File: src/rtl/crp16_mem_responder_pkg.sv
// Shared definitions for the CRP16 data-memory responder: FSM state encodings,
// wait-counter width and the default RAM address width.
package crp16_mem_responder_pkg;

    typedef enum logic [2:0] {
        ST_IDLE   = 3'd0,
        ST_WAIT   = 3'd1,
        ST_ACCESS = 3'd2,
        ST_MERGE  = 3'd3,
        ST_RESP   = 3'd4
    } state_t;

    localparam int WAIT_CNT_BITS     = 4;
    localparam int DEFAULT_ADDR_BITS = 5;

endpackage

File: src/rtl/crp16_mem_array.sv
// Private single-port word RAM for the CRP16 data responder: synchronous write,
// registered read, contents preloaded from the RAM init file (never reset).
module crp16_mem_array
    import crp16_mem_responder_pkg::*;
#(
    parameter int ADDR_BITS = DEFAULT_ADDR_BITS
) (
    input  logic                 clock,
    input  logic                 we,
    input  logic                 re,
    input  logic [ADDR_BITS-1:0] addr,
    input  logic [15:0]          wdata,
    output logic [15:0]          q
);

    (* ram_init_file = "crp16_mem.mif" *)
    logic [15:0] mem [0:(2**ADDR_BITS)-1];

    always_ff @(posedge clock) begin
        if (we) begin
            mem[addr] <= wdata;
        end
        if (re) begin
            q <= mem[addr];
        end
    end

endmodule

File: src/rtl/crp16_mem_responder.sv
// CRP16 EX/MEM data-port responder: wait states, word/byte loads and stores, range error.
// Byte access (MERGE state, sign/zero extension) is compiled in with CRP16_MEM_BYTE_EN.
module crp16_mem_responder
    import crp16_mem_responder_pkg::*;
#(
    parameter int ADDR_BITS   = DEFAULT_ADDR_BITS,
    parameter int WAIT_STATES = 1
) (
    input  logic        clock,
    input  logic        resetn,
    input  logic        req_valid,
    output logic        req_ready,
    input  logic        req_write,
    input  logic        req_byte,
    input  logic        req_signed,
    input  logic [15:0] req_addr,
    input  logic [15:0] req_wdata,
    output logic        resp_valid,
    output logic [15:0] resp_rdata,
    output logic        resp_error
);

`ifdef CRP16_MEM_BYTE_EN
    localparam bit BYTE_EN = 1'b1;
`else
    localparam bit BYTE_EN = 1'b0;
`endif

    localparam logic [WAIT_CNT_BITS-1:0] CNT_LOAD =
        WAIT_CNT_BITS'((WAIT_STATES == 0) ? 0 : WAIT_STATES - 1);
    localparam logic [WAIT_CNT_BITS-1:0] CNT_ONE = WAIT_CNT_BITS'(1);

    state_t                   state_reg, state_next;
    logic [WAIT_CNT_BITS-1:0] cnt_reg, cnt_next;
    logic                     write_reg, byte_reg, signed_reg, err_reg;
    logic [ADDR_BITS-1:0]     addr_reg;
    logic [15:0]              wdata_reg;

    logic        accept;
    logic        byte_acc, byte_store, word_store;
    logic        ram_we, ram_re;
    logic [15:0] ram_wdata, q, load_data;

    assign accept     = req_valid && (state_reg == ST_IDLE);
    // With byte support compiled out every request degrades to a word access.
    assign byte_acc   = BYTE_EN & byte_reg;
    assign byte_store = write_reg & byte_acc;
    assign word_store = write_reg & ~byte_acc;
    assign load_data  = byte_acc ? {{8{q[7] & signed_reg}}, q[7:0]} : q;

    always_ff @(posedge clock or negedge resetn) begin
        if (!resetn) begin
            state_reg  <= ST_IDLE;
            cnt_reg    <= '0;
            write_reg  <= 1'b0;
            byte_reg   <= 1'b0;
            signed_reg <= 1'b0;
            err_reg    <= 1'b0;
            addr_reg   <= '0;
            wdata_reg  <= '0;
        end else begin
            state_reg <= state_next;
            cnt_reg   <= cnt_next;
            if (accept) begin
                write_reg  <= req_write;
                byte_reg   <= req_byte;
                signed_reg <= req_signed;
                err_reg    <= (req_addr >> ADDR_BITS) != 16'd0;
                addr_reg   <= req_addr[ADDR_BITS-1:0];
                wdata_reg  <= req_wdata;
            end
        end
    end

    always_comb begin
        state_next = state_reg;
        cnt_next   = cnt_reg;
        req_ready  = 1'b0;
        resp_valid = 1'b0;
        resp_rdata = '0;
        resp_error = 1'b0;
        ram_we     = 1'b0;
        ram_re     = 1'b0;
        ram_wdata  = wdata_reg;
        case (state_reg)
            ST_IDLE: begin
                req_ready = 1'b1;
                if (req_valid) begin
                    if (WAIT_STATES == 0) begin
                        state_next = ST_ACCESS;
                    end else begin
                        state_next = ST_WAIT;
                        cnt_next   = CNT_LOAD;
                    end
                end
            end
            ST_WAIT: begin
                if (cnt_reg == '0) begin
                    state_next = ST_ACCESS;
                end else begin
                    cnt_next = cnt_reg - CNT_ONE;
                end
            end
            ST_ACCESS: begin
                // Out-of-range requests walk the same states but never write.
                if (word_store) begin
                    ram_we     = ~err_reg;
                    state_next = ST_RESP;
                end else begin
                    ram_re     = 1'b1;
                    state_next = byte_store ? ST_MERGE : ST_RESP;
                end
            end
            ST_MERGE: begin
                ram_we     = ~err_reg;
                ram_wdata  = {q[15:8], wdata_reg[7:0]};
                state_next = ST_RESP;
            end
            ST_RESP: begin
                resp_valid = 1'b1;
                resp_error = err_reg;
                resp_rdata = (write_reg || err_reg) ? 16'd0 : load_data;
                state_next = ST_IDLE;
            end
            default: begin
                state_next = ST_IDLE;
            end
        endcase
    end

    crp16_mem_array #(
        .ADDR_BITS(ADDR_BITS)
    ) u_array (
        .clock (clock),
        .we    (ram_we),
        .re    (ram_re),
        .addr  (addr_reg),
        .wdata (ram_wdata),
        .q     (q)
    );

endmodule

File: config.mk
export PLATFORM = sky130hd
export DESIGN_NAME = crp16_mem_responder
export DESIGN_NICKNAME = d
export VERILOG_FILES = /design/src/rtl/crp16_mem_responder_pkg.sv /design/src/rtl/crp16_mem_array.sv /design/src/rtl/crp16_mem_responder.sv
export SDC_FILE = /design/constraint.sdc
export NUM_CORES = 1
export LEC_CHECK = 0
export CORE_ASPECT_RATIO = 0.6
export CORE_MARGIN = 3
export CORE_UTILIZATION = 40
export DETAILED_ROUTE_END_ITERATION = 10
export HOLD_SLACK_MARGIN = 0.12
export PLACE_DENSITY = 0.61
export SYNTH_ARGS = -nofsm -noshare
export SYNTH_HDL_FRONTEND = slang
export SYNTH_SLANG_ARGS = --single-unit
export TNS_END_PERCENT = 50
File: constraint.sdc
create_clock -name clock -period 4 [get_ports clock]
set_input_delay 0.4 -clock clock [delete_from_list [all_inputs] [get_ports clock]]
set_output_delay 0.4 -clock clock [all_outputs]
set_load 0.01 [all_outputs]
# ---- Yosys cells after proc, flatten, opt, wreduce, memory -nomap -nowiden
# Memories as Yosys holds them, arrays and structs flattened. A register that Yosys moved wholly into a read port is not among the register bits.
# Index checks and enable logic that the tools add are counted.
dict set report op_classes {
  eq_ne 7
  add_sub_neg 1
  reduce_logical 9
  n_bitwise 1
  muxes 18
}
# op n
set op_table {}
lappend op_table {{two-way mux 16 bit} 3}
lappend op_table {{nonzero test 16 bit} 1}
lappend op_table {{one-hot mux 3 bit (3 select lines)} 1}
lappend op_table {{two-way mux 1 bit} 8}
lappend op_table {{two-way mux 4 bit} 2}
lappend op_table {{one-hot mux 4 bit (2 select lines)} 1}
lappend op_table {{== test 3 x 2 -> 1 bit (second input constant)} 2}
lappend op_table {{two-way mux 3 bit} 2}
lappend op_table {{inequality test 2 bit (second input constant)} 3}
lappend op_table {{logical NOT 4 bit} 1}
lappend op_table {{subtractor 4 x 1 -> 4 bit (second input constant)} 1}
lappend op_table {{== test 3 x 1 -> 1 bit (second input constant)} 1}
lappend op_table {{== test 3 bit (second input constant)} 1}
lappend op_table {{logical NOT 3 bit} 1}
lappend op_table {{AND reduction 3 bit} 1}
lappend op_table {{one-hot mux 1 bit (2 select lines)} 1}
lappend op_table {{AND reduction 2 bit} 1}
lappend op_table {{nonzero test 2 bit} 1}
lappend op_table {{OR reduction 2 bit} 1}
lappend op_table {{logical AND 1 bit} 1}
lappend op_table {{logical OR 1 bit} 1}
lappend op_table {{NOT 1 bit} 1}
dict set report totals {
  word_cells 43
  memories 1
  ramBits 512
  in_bits 38
  reg_bits 30
}
# memory depth word_bits rd rd_ports_with_merged_regs wr line
set mem_list {}
lappend mem_list {u_array.mem 32 16 1 1 1 crp16_mem_array.sv:17} ;# logic [15:0] mem [0:(2**ADDR_BITS)-1];

# ---- Logic depth before layout (Yosys ltp)
dict set report depth {
  ltp_word 5
  mapped_depth 8
}

# ---- Modules after synthesis
# From an unflattened synthesis, not the netlist that was laid out.
dict set report hier_totals {
  cells_unflattened 1209
  area_unflattened_um2 21760.9
}
# module cells_each seq_area_each_um2 instances area_per_inst_um2
set by_module_without_submodules {}
lappend by_module_without_submodules {crp16_mem_array 1086 15855.2 1 20209.4}
lappend by_module_without_submodules {crp16_mem_responder 123 750.7 1 1551.5}

# ---- Worst setup path before layout
# Ideal clock, no wire load.
dict set report synth_timing {
  path_type {reg-to-reg}
  from {register addr_reg[1]}
  to {memory u_array.mem[27][0] (enable)}
  path_stages_with_launch 6
  required_time_ns 3.591
  slack_ns 1.214
  arrival_time_ns 2.377
  path_buffers 3
  cell_sequence {dfrtp_1 -> buf_2 -> buf_2 -> buf_2 -> nand3_1 -> nor3_1}
}
# item line
set synth_lines {}
lappend synth_lines {{start, declared} crp16_mem_responder.sv:36} ;# logic [ADDR_BITS-1:0] addr_reg;
lappend synth_lines {{start signal, assigned} crp16_mem_responder.sv:69} ;# addr_reg <= req_addr[ADDR_BITS-1:0];
lappend synth_lines {{end, declared} crp16_mem_array.sv:17}
# Straight into the memory's write port.

==> summary.txt <==
Logic synthesis
  – Synthesized flop and latch total: 558
  – Compound-gate portion of the synthesized area: 0.04140
  – Simple logic cell fraction of the synthesized area: 0.04030
  – Yosys warns: 0
  – Most common flop cell mapped by yosys: edfxtp_1
  – Synthesized area per cell: 17.95 sq um
  – Share of async-settable or async-resettable flops after synthesis: 0.05376
  – Post-Syn Area: 21700 sq um
  – Combinational family with the most area after synthesis: multiplexers
  – Mux share of post-synthesis cell area: 0.1342
  – Count of flip-flops with a built-in enable after synthesis: 528
  – Post-synthesis xor/xnor area fraction: 0.0004036
  – Post-Synth Adder-Cell Area: 0.0005766
  – Net count of the mapped netlist: approximately 1200
  – Count of mapped cells out of synthesis: 1209
  – Number of distinct library cells after synthesis: 37
  – Portion of the post-synthesis area used by sequential elements: 0.7652

Detailed routing
  – Via Count: 11430
  – Wire per inst: 26.07 microns
  – Iter 0 DRT Violations: 1276
  – Number of search-and-repair iterations in the first detailed-routing pass: 5
  – Post-DR vias/cell: 5.564
  – Number of remaining DRC errors: 0
  – Number of nets with antenna violations after detailed routing: 0
  – Sum of routed wire length over all layers: 53550 microns

Floorplan
  – Floorplan die width: 306.7 microns
  – Vertical die dimension: 186.4 microns
  – Starting utilization of the core area: 0.4086
  – Core ar.: 53110 sq um
  – Die area: 57180 sq um
  – Number of I/O pins: 57
  – Placement row count: 65

Clock tree
  – CTS root buf: clkbuf_16
  – Number of clock sinks: about 560
  – Worst skew pair latency: 0.57 ns
  – H-tree lvl count: 2
  – Deepest clock path buffer count: 3
  – TritonCTS Buffers: 48
  – Hold buffer count at cts: 0
  – Number of buffers inserted by post-CTS setup repair: 0
  – CTS tree: done
  – Cells resized by post-CTS repair: 0
  – Clock input transition at the sequential cells of the worst setup and hold paths: 0.06 ns

Timing
  – Portion of the clock cycle consumed by the worst path in the final layout: 0.7921
  – Slew @ Worst Pin: around 1.1 ns
  – Worst max-slew margin expressed relative to the limit: 0.2884
  – Setup-failing EPs final: 0
  – Final worst clock skew: 0.01605 ns
  – Summed negative setup slack over all endpoints: 0 ns
  – Achievable frequency: 0.3156 GHz
  – RSZ-0062 raised after global routing: false
  – Final number of max-transition violations: 0
  – Final worst path period need: 3.168 ns
  – Final Hold Fails: 0

Finish
  – Post-route cell area: between 20000 and 30000 sq um
  – Final-layout fill cell count: 4436
  – Synthesis-to-finish area growth: 15.22%
  – Area taken by multi-input logic gates: approximately 4700 sq um
  – Sequential cell area in the final layout: roughly 17000 sq um
  – Nets@finish: 1358
  – Share of final-layout standard cells stronger than drive strength 1: 0.1473
  – Fin util: 0.4708
  – Final antenna diode count: 0
  – Count of non-filler cells in the finished layout: 2054
  – Largest register FFs: 512

Placement
  – Placed cell count: 1972
  – Count of input and output buffers: 54
  – Routability Congestion: roughly 0.79
  – Detail Placement HPWL: 33160 microns
  – Cell area reported after detailed placement: 23400 sq um

GRT
  – Overall Global Routing Usage: 0.1843
  – Wire length of the first global-routing pass: 76640 microns
  – Number of global-route vias before repair: 10830
  – Grt ovf: 0
  – Pin count of the biggest net entering global routing: 51
  – Initial antenna violation count: 1

Run
  – MaxCap Viol Count: 0

Critical path
  – Crit start category: register
  – Crit-path max FO: 13
  – Type of destination of the critical path: register
  – Critical path data required time: about 4.3 ns
  – Critical path class: register to register
  – WP data arrival: 3.44 ns
  – Worst reg2reg path depth: 4

Power and ir drop
  – Maximum vdd drop: around 360 uV
  – Leakage power figure: 8.618 nW
  – Cell Pwr Density: 704.3 nW/um^2

Worst hold path
  – Worst hold path type: input pin to asynchronous set/reset pin

Status
  – Status: complete, no violations
[final timing paths]
| check | startpoint | to | slack (ns) |
|---|---|---|---|
| max in group asynchronous | resetn | addr_reg[1] | 3.41 |
| worst min register to register | cnt_reg[3] | state_reg[1] | 0.48 |
| worst max-delay path | addr_reg[2] | u_array.q[12] | 0.83 |
| worst max register to register | addr_reg[2] | u_array.q[12] | 0.83 |
| min in group clock | req_wdata[9] | wdata_reg[9] | 0.45 |
| worst min-delay path | resetn | wdata_reg[6] | 0.24 |
[layout make-up]
cell class / instances / share of cell area
Sequential cell: 558 / 0.6643
Multi-Input combinational cell: 576 / 0.1892
Clock buffer: 57 / 0.05184
Timing Repair Buffer: 131 / 0.04674
Tap cell: 703 / 0.03518
Clock inverter: 25 / 0.01216
Inverter: 4 / 0.0006005
[Yosys cell counts (4+ instances only)]
cell type | count | area, sq um
and2_1 | 18 | 112.6
buf_2 | 48 | 240.2
buf_6 | 5 | 56.30
clkbuf_1 | 13 | 48.80
dfrtp_1 | 30 | 750.7
edfxtp_1 | 528 | 15860
inv_1 | 4 | 15.01
mux2_2 | 31 | 349.1
mux2i_1 | 256 | 2562
nand2_1 | 24 | 90.09
nand4b_1 | 4 | 35.03
nand4bb_1 | 6 | 67.56
nor2_1 | 34 | 127.6
nor3_1 | 9 | 45.04
nor4_1 | 36 | 225.2
o22ai_1 | 118 | 738.2
o22ai_2 | 10 | 125.1
[layer usage]
layer  share of wire  track usage  wire [microns]
met4           0.016      0.03392             845
met3            0.11      0.05978            5983
met1            0.50       0.3113           26680
met2            0.37       0.2246           20030
met5         0.00021            0              11
[layout by cell type, fill, tap and decap left out, drive strengths merged]
cell           synthesis  final
o22ai                128    128
or4b                   4      4
nand2                 24     24
inv                    4      4
buf                   56     77
a21o                   1      1
dfrtp                 30     30
o21ai                  2      2
mux2                  31     31
or4                    1      1
nor3b                  3      3
xor2                   1      1
nand4bb                6      6
or3                    1      1
nand4                  2      2
clkdlybuf4s50          0     54
nand2b                 3      3
or3b                   2      2
o211ai                 1      1
nand4b                 4      4
nand3b                 3      3
nor4                  36     36
edfxtp               528    528
nand3                  3      3
clkinv                 0     16
mux2i                256    256
and2                  18     18
ha                     1      1
nor2                  34     34
bufinv                 0      7
clkinvlp               0      2
nor3                   9      9
a21oi                  2      2
clkbuf                15     57
[power by group]
part | total, W | internal [W] | switching (W)
registers | 0.00787 | 0.00754 | 0.000336
logic | 0.00495 | 0.00169 | 0.00326
clock network | 0.00479 | 0.00275 | 0.00204
total | 0.0176 | 0.0120 | 0.00563
[critical path: stages, from the launching register on]
cell      delay (ns)
dfrtp_1         0.79
nand4b_1        0.78
o22ai_1         0.43
nor4_1          0.70
nand2_1         0.15
[per-stage QoR]
stage	setup WS (ns)	total power (W)	hold WS [ns]
detailed placement	0.9716	0.01289	0.4708
floorplan	1.214	0.01088	0.1044
finish	0.8318	0.01761	0.2352
global route	0.7349	0.01826	0.2531
CTS	0.8395	0.01764	0.2358
global placement	1.026	0.01276	0.4739
[cell families after synthesis]
logic type	count (synthesis)
flip-flops	558
AO/OA/AOI/OAI	134
multiplexers	287
AND/OR/NAND/NOR	153
adder cells (fa/ha/maj)	1
buffers and inverters	75
XOR/XNOR	1
(Power assumes the default switching activity.)
